==> src/rtl/sparse_mult_by_e_qc_if.sv <==
// Handshake and table-programming bus for sparse_mult_by_e_qc.
// The design side (slave) consumes input blocks and config writes, and produces output blocks.
interface sparse_mult_by_e_qc_if #(
    parameter int WIDTH        = 16,
    parameter int NUM_IN_BLKS  = 4,
    parameter int NUM_OUT_BLKS = 2
);
    localparam int SW = $clog2(WIDTH);
    localparam int AW = $clog2(NUM_IN_BLKS*NUM_OUT_BLKS);

    logic [WIDTH-1:0] i_in_data;
    logic             i_in_valid;
    logic             o_in_ready;
    logic [WIDTH-1:0] o_out_data;
    logic             o_out_valid;
    logic             o_out_last;
    logic             i_out_ready;
    logic             i_cfg_we;
    logic [AW-1:0]    i_cfg_addr;
    logic             i_cfg_en;
    logic [SW-1:0]    i_cfg_shift;

    modport slave (
        input  i_in_data, i_in_valid, i_out_ready,
        input  i_cfg_we, i_cfg_addr, i_cfg_en, i_cfg_shift,
        output o_in_ready, o_out_data, o_out_valid, o_out_last
    );

    modport master (
        output i_in_data, i_in_valid, i_out_ready,
        output i_cfg_we, i_cfg_addr, i_cfg_en, i_cfg_shift,
        input  o_in_ready, o_out_data, o_out_valid, o_out_last
    );
endinterface

==> src/rtl/sparse_mult_by_e_qc.sv <==
// Quasi-cyclic sparse multiply-by-E: accumulates rotated input blocks into NUM_OUT_BLKS
// row accumulators over a frame, then drains the rows one per output handshake.
module sparse_mult_by_e_qc #(
    parameter int WIDTH        = 16,
    parameter int NUM_IN_BLKS  = 4,
    parameter int NUM_OUT_BLKS = 2
) (
    input logic                   i_clock,
    input logic                   i_reset,
    sparse_mult_by_e_qc_if.slave  bus
);
    localparam int NE = NUM_IN_BLKS*NUM_OUT_BLKS;
    localparam int SW = $clog2(WIDTH);
    localparam int CW = (NUM_IN_BLKS  > 1) ? $clog2(NUM_IN_BLKS)  : 1;
    localparam int RW = (NUM_OUT_BLKS > 1) ? $clog2(NUM_OUT_BLKS) : 1;

    localparam logic [0:0] ST_ACCUM = 1'b0;
    localparam logic [0:0] ST_DRAIN = 1'b1;

    logic [0:0]                            state_q, state_d;
    logic [CW-1:0]                         col_q, col_d;
    logic [RW-1:0]                         row_q, row_d;
    logic [NUM_OUT_BLKS-1:0][WIDTH-1:0]    acc_q, acc_d;
    logic [NE-1:0]                         en_q, en_d;
    logic [NE-1:0][SW-1:0]                 shift_q, shift_d;
    logic [NE-1:0]                         live;
    logic                                  in_rdy, in_fire, out_fire, cfg_ok, last_col, last_row;

    function automatic logic [WIDTH-1:0] rotl(input logic [WIDTH-1:0] x, input logic [SW-1:0] s);
        logic [2*WIDTH-1:0] dbl;
        dbl = {x, x} << s;
        return dbl[2*WIDTH-1:WIDTH];
    endfunction

    // Out-of-range shifts (only possible for non-power-of-two WIDTH) disable the circulant.
    always_comb begin
        for (int i = 0; i < NE; i++)
            live[i] = en_q[i] && (32'(shift_q[i]) < WIDTH);
    end

    assign in_rdy   = (state_q == ST_ACCUM) && !i_reset;
    assign in_fire  = in_rdy && bus.i_in_valid;
    assign out_fire = (state_q == ST_DRAIN) && bus.i_out_ready;
    assign last_col = (col_q == CW'(NUM_IN_BLKS-1));
    assign last_row = (row_q == RW'(NUM_OUT_BLKS-1));
    assign cfg_ok   = bus.i_cfg_we && (state_q == ST_ACCUM) && (col_q == '0)
                      && (32'(bus.i_cfg_addr) < NE);

    always_comb begin
        state_d = state_q;
        col_d   = col_q;
        row_d   = row_q;
        acc_d   = acc_q;
        en_d    = en_q;
        shift_d = shift_q;

        if (cfg_ok) begin
            en_d[bus.i_cfg_addr]    = bus.i_cfg_en;
            shift_d[bus.i_cfg_addr] = bus.i_cfg_shift;
        end

        if (in_fire) begin
            for (int r = 0; r < NUM_OUT_BLKS; r++)
                if (live[r*NUM_IN_BLKS + int'(col_q)])
                    acc_d[r] = acc_q[r] ^ rotl(bus.i_in_data, shift_q[r*NUM_IN_BLKS + int'(col_q)]);
            if (last_col) begin
                col_d   = '0;
                state_d = ST_DRAIN;
            end else begin
                col_d = col_q + 1'b1;
            end
        end

        if (out_fire) begin
            if (last_row) begin
                row_d   = '0;
                acc_d   = '0;
                state_d = ST_ACCUM;
            end else begin
                row_d = row_q + 1'b1;
            end
        end
    end

    always_ff @(posedge i_clock or posedge i_reset) begin
        if (i_reset) begin
            state_q <= ST_ACCUM;
            col_q   <= '0;
            row_q   <= '0;
            acc_q   <= '0;
            en_q    <= '0;
            shift_q <= '0;
        end else begin
            state_q <= state_d;
            col_q   <= col_d;
            row_q   <= row_d;
            acc_q   <= acc_d;
            en_q    <= en_d;
            shift_q <= shift_d;
        end
    end

    assign bus.o_in_ready  = in_rdy;
    assign bus.o_out_valid = (state_q == ST_DRAIN);
    assign bus.o_out_last  = (state_q == ST_DRAIN) && last_row;
    assign bus.o_out_data  = (state_q == ST_DRAIN) ? acc_q[row_q] : '0;
endmodule

==> src/flat_wrapper.sv <==
// flat-port wrapper written by rule: the top's interface ports become plain ports
module sparse_mult_by_e_qc_flat 
#(
    parameter int WIDTH        = 16,
    parameter int NUM_IN_BLKS  = 4,
    parameter int NUM_OUT_BLKS = 2
)
  (i_clock, i_reset, bus_i_in_data, bus_i_in_valid, bus_i_out_ready, bus_i_cfg_we, bus_i_cfg_addr, bus_i_cfg_en, bus_i_cfg_shift, bus_o_in_ready, bus_o_out_data, bus_o_out_valid, bus_o_out_last);
  sparse_mult_by_e_qc_if #(.WIDTH(WIDTH), .NUM_IN_BLKS(NUM_IN_BLKS), .NUM_OUT_BLKS(NUM_OUT_BLKS)) bus_i ();
  input logic i_clock;
  input logic i_reset;
  input wire logic [$bits(bus_i.i_in_data)-1:0] bus_i_in_data;
  input wire logic [$bits(bus_i.i_in_valid)-1:0] bus_i_in_valid;
  input wire logic [$bits(bus_i.i_out_ready)-1:0] bus_i_out_ready;
  input wire logic [$bits(bus_i.i_cfg_we)-1:0] bus_i_cfg_we;
  input wire logic [$bits(bus_i.i_cfg_addr)-1:0] bus_i_cfg_addr;
  input wire logic [$bits(bus_i.i_cfg_en)-1:0] bus_i_cfg_en;
  input wire logic [$bits(bus_i.i_cfg_shift)-1:0] bus_i_cfg_shift;
  output wire logic [$bits(bus_i.o_in_ready)-1:0] bus_o_in_ready;
  output wire logic [$bits(bus_i.o_out_data)-1:0] bus_o_out_data;
  output wire logic [$bits(bus_i.o_out_valid)-1:0] bus_o_out_valid;
  output wire logic [$bits(bus_i.o_out_last)-1:0] bus_o_out_last;
  assign bus_i.i_in_data = bus_i_in_data;
  assign bus_i.i_in_valid = bus_i_in_valid;
  assign bus_i.i_out_ready = bus_i_out_ready;
  assign bus_i.i_cfg_we = bus_i_cfg_we;
  assign bus_i.i_cfg_addr = bus_i_cfg_addr;
  assign bus_i.i_cfg_en = bus_i_cfg_en;
  assign bus_i.i_cfg_shift = bus_i_cfg_shift;
  assign bus_o_in_ready = bus_i.o_in_ready;
  assign bus_o_out_data = bus_i.o_out_data;
  assign bus_o_out_valid = bus_i.o_out_valid;
  assign bus_o_out_last = bus_i.o_out_last;
  sparse_mult_by_e_qc #(.WIDTH(WIDTH), .NUM_IN_BLKS(NUM_IN_BLKS), .NUM_OUT_BLKS(NUM_OUT_BLKS)) u_core (.i_clock(i_clock), .i_reset(i_reset), .bus(bus_i));
endmodule
==> config.mk <==
export PLATFORM = sky130hd
export DESIGN_NAME = sparse_mult_by_e_qc_flat
export DESIGN_NICKNAME = d
export VERILOG_FILES = /design/src/rtl/sparse_mult_by_e_qc_if.sv /design/src/rtl/sparse_mult_by_e_qc.sv /design/src/flat_wrapper.sv
export SDC_FILE = /design/constraint.sdc
export NUM_CORES = 1
export LEC_CHECK = 0
export CORE_ASPECT_RATIO = 1.4
export CORE_MARGIN = 3
export CORE_UTILIZATION = 58
export CTS_CLUSTER_DIAMETER = 150
export DETAILED_ROUTE_END_ITERATION = 12
export PLACE_DENSITY_LB_ADDON = 0.05
export SLEW_MARGIN = 40
export SYNTH_ARGS = -nofsm -noshare
export SYNTH_HDL_FRONTEND = slang
export SYNTH_SLANG_ARGS = --single-unit
==> constraint.sdc <==
create_clock -name i_clock -period 3.1 [get_ports i_clock]
set_input_delay 0.62 -clock i_clock [delete_from_list [all_inputs] [get_ports i_clock]]
set_output_delay 0.62 -clock i_clock [all_outputs]
set_load 0.01 [all_outputs]
==> impl_metrics.py <==
metrics = {
    "run_status": {
        "status": "complete, no violations",
    },
    "worst_hold_path": {
        "worstHoldStart": "u_core.acc_q[4]$_DFF_PP0_",
        "holdPathEnd": "u_core.acc_q[4]$_DFF_PP0_",
        "hold_class": "flip-flop to flip-flop",
        "holdPathStages": 1,
    },
    "clocking": {
        "cts_max_path_buffers": 2,
        "cts_resized": 0,
        "clkSinkCount": 76,
        "cts_setup_buffers": 0,
        "clk_pin_slew_ns": 0.06,
        "cts_buffers": 9,
        "clockRootBuffer": "clkbuf_16",
        "cts_hold_buf": 0,
        "htreeDepth": 3,
        "cts_tree": "built",
        "clk_latency_ns": 0.33,
    },
    "job": {
        "cap_violations": 0,
    },
    "logic_synthesis": {
        "yosys_warnings": 0,
        "synth_area_per_cell_um2": 10.6,
        "syn_inst": 465,
        "synth_cell_types": 30,
        "synth_area_um2": 4920,
        "synth_nets": 496,
        "synth-seq-cells": 76,
        "ys_seq_area_share_pct": 38.7,
    },
    "setup_path": {
        "crit_slowest_cell": "mux4_2",
        "cp_common_cell": "mux2i_1",
        "reg2reg_to": "u_core.acc_q[18]$_DFF_PP0_",
        "r2r_start": "u_core.col_q[0]$_DFFE_PP0P_",
        "cp-start-kind": "flip-flop",
        "crit_arrival_ns": 2.92,
        "crit_type": "flip-flop to flip-flop",
        "critPathMaxStageDelay_ns": 0.81,
        "r2r_slack_ns": 0.42,
        "crit_chain": "mux4_2 -> mux2i_1 -> a22oi_1 -> nand2_1 -> o22ai_1 -> mux2i_1",
        "crit_fanout": 16,
        "end_kind": "flip-flop",
        "ff2ff_path_depth": 6,
        "crit_required_ns": 3.35,
    },
    "route": {
        "vias": 3832,
        "drt-total-wl_um": 12700,
        "drt_iter0_drc": 335,
        "firstDrtPassIters": 5,
        "route.detailed.drc": 0,
        "postRouteAntennaNets": 0,
        "viasPerCell": 6.34,
        "wl_per_cell_um": 21.0,
    },
    "timing": {
        "period_minus_slack_ns": 2.68,
        "slew_headroom_pct": 56.8,
        "tightest_slew_ns": 0.645,
        "worst_slack_ns": 0.421,
        "fin_tns_setup_ns": 0,
        "finalHoldViolCount": 0,
        "rsz0062_at_grt": "no",
        "max_freq_mhz": 373,
        "fin_crit_sh_pct": 86.4,
        "finalSetupViolCount": 0,
        "slew_violations": 0,
        "skew_ns": 0.00452,
    },
    "cells_and_area": {
        "fin_util_pct": 69.3,
        "nets": 528,
        "fillers": 638,
        "layout_common_cells": "79 x mux2i_1, 76 x dfrtp_1, 69 x nand2_1",
        "syn_to_final_growth_pct": 15.5,
        "layout-drive-gt1-share_pct": 17.3,
        "n_antenna_cell": 0,
        "final_common_cell": "mux2i_1",
    },
    "pwr": {
        "p_per_area_nw_per_um2": 1200,
        "p_leak_uw": 0.00240,
        "ir_drop_v": 0.000763,
    },
    "grt": {
        "antenna_found_initial": 0,
        "grt_pass1_vias": 3727,
        "grt_max_degree": 77,
        "overflow": 0,
        "grt_use_total_pct": 26.9,
        "grt_pass1_wl_um": 20100,
    },
    "placement": {
        "dp_hpwl_um": 9390,
        "io_buffers": 47,
        "gp_congestion": 0.974,
        "pre_cts_slack_ns": 0.400,
    },
    "floorplan": {
        "die_y_um": 115,
        "initial_core_util_pct": 60.0,
        "ios": 48,
        "die_w_um": 83.8,
        "dieArea_um2": 9630,
        "rows": 39,
        "core_um2": 8200,
    },
}
## logic make-up (layout without fill, tap and decap cells)
group / Yosys count / in the layout / share of synthesized area, %
buffers and inverters: 38 / 75 / 4.63
adder cells (fa/ha/maj): 2 / 2 / 0.509
multiplexers: 132 / 132 / 30.2
XOR/XNOR: 1 / 1 / 0.178
AND/OR/NAND/NOR: 114 / 114 / 11.1
AO/OA/AOI/OAI: 102 / 102 / 14.7
flip-flops: 76 / 76 / 38.7
## worst max-delay path: cells and delay by family, from the launching register on
| kind | cells | cell delay (ns) |
|---|---|---|
| muxes | 3 | 1.34 |
| and+or+nand+nor | 1 | 0.14 |
| AOI/OAI and AO/OA | 2 | 0.53 |
| DFF | 1 | 0.57 |
## synth_stat cells
cell type / n / area share [%]
a21oi_1: 4 / 0.41
nand3b_2: 2 / 0.46
o21ai_0: 2 / 0.20
nand3b_1: 2 / 0.31
mux2i_2: 3 / 0.84
buf_2: 9 / 0.92
ha_1: 2 / 0.51
dfrtp_1: 76 / 39
clkbuf_1: 18 / 1.4
mux2i_1: 79 / 16
clkbuf_2: 2 / 0.20
nor4bb_1: 1 / 0.20
mux4_2: 8 / 3.7
buf_6: 3 / 0.69
mux2_2: 42 / 9.6
nor2b_1: 21 / 2.7
nand4b_1: 1 / 0.18
nand2_1: 69 / 5.3
and2_1: 4 / 0.51
nand2b_1: 1 / 0.13
inv_1: 3 / 0.23
o22ai_1: 30 / 3.8
xnor2_1: 1 / 0.18
nor2_1: 7 / 0.53
o22ai_2: 2 / 0.51
buf_12: 3 / 1.2
nor3b_1: 2 / 0.31
or3_1: 3 / 0.38
nand2_2: 1 / 0.13
a22oi_1: 64 / 9.8
## power by group
| part | leakage (µW) | switching, µW | internal, µW | total (µW) |
|---|---|---|---|---|
| registers | 0.000975 | 342 | 1420 | 1760 |
| logic | 0.00128 | 2310 | 1710 | 4030 |
| clock network | 0.000138 | 394 | 606 | 1000 |
## worst max path at each step
stage                                      startpoint                         end  depth (start not counted)
after global routing      u_core.col_q[0]$_DFFE_PP0P_  u_core.acc_q[25]$_DFF_PP0_                          5
after global placement    u_core.col_q[0]$_DFFE_PP0P_   u_core.acc_q[7]$_DFF_PP0_                          6
after floorplan                               i_reset   u_core.acc_q[0]$_DFF_PP0_                          1
after detailed placement                      i_reset  u_core.acc_q[20]$_DFF_PP0_                          6
final                     u_core.col_q[0]$_DFFE_PP0P_  u_core.acc_q[18]$_DFF_PP0_                          6
after CTS                 u_core.col_q[0]$_DFFE_PP0P_  u_core.acc_q[25]$_DFF_PP0_                          5
## sequential cells by signal, indices dropped and copies added, names as in the netlist
name                    cells
u_core.bus.o_out_valid      1
u_core.col_q                2
u_core.acc_q               32
u_core.shift_q             32
u_core.en_q                 8
u_core.last_row             1
## area by class of cell
cell class              instances  area, µm²  share of cell area, %
inverters                       3       11.3                  0.198
flip-flops and latches         76       1900                   33.5
repair buffers                 56        551                   9.70
clock inverters                 3       20.0                  0.353
multi-input cells             351       2800                   49.3
clock buffers                  13        270                   4.76
well taps                     102        128                   2.25
## metal layers
| layer | vias up | wire (µm) | share of wire [%] | GRT usage (%) |
|---|---|---|---|---|
| li1 | 1803 | - | - | - |
| met1 | 1894 | 5080 | 40 | 32.1 |
| met2 | 112 | 6900 | 54 | 49.3 |
| met3 | 23 | 394 | 3.1 | 3.51 |
| met4 | 0 | 325 | 2.6 | 10.1 |
| met5 | - | 0 | 0 | 0 |
## stage by stage
step / instances / area, µm² / hold WS (ns) / power [µW]
after floorplan: 465 / 4920 / 0.448 / 4870
after global routing: 604 / 5680 / 0.508 / 7230
after detailed placement: 588 / 5390 / 0.470 / 5720
final: 604 / 5680 / 0.473 / 6790
after global placement: 588 / 5380 / 0.462 / 5600
after CTS: 604 / 5680 / 0.477 / 6730
No activity file was read; power rests on OpenSTA's default activity.
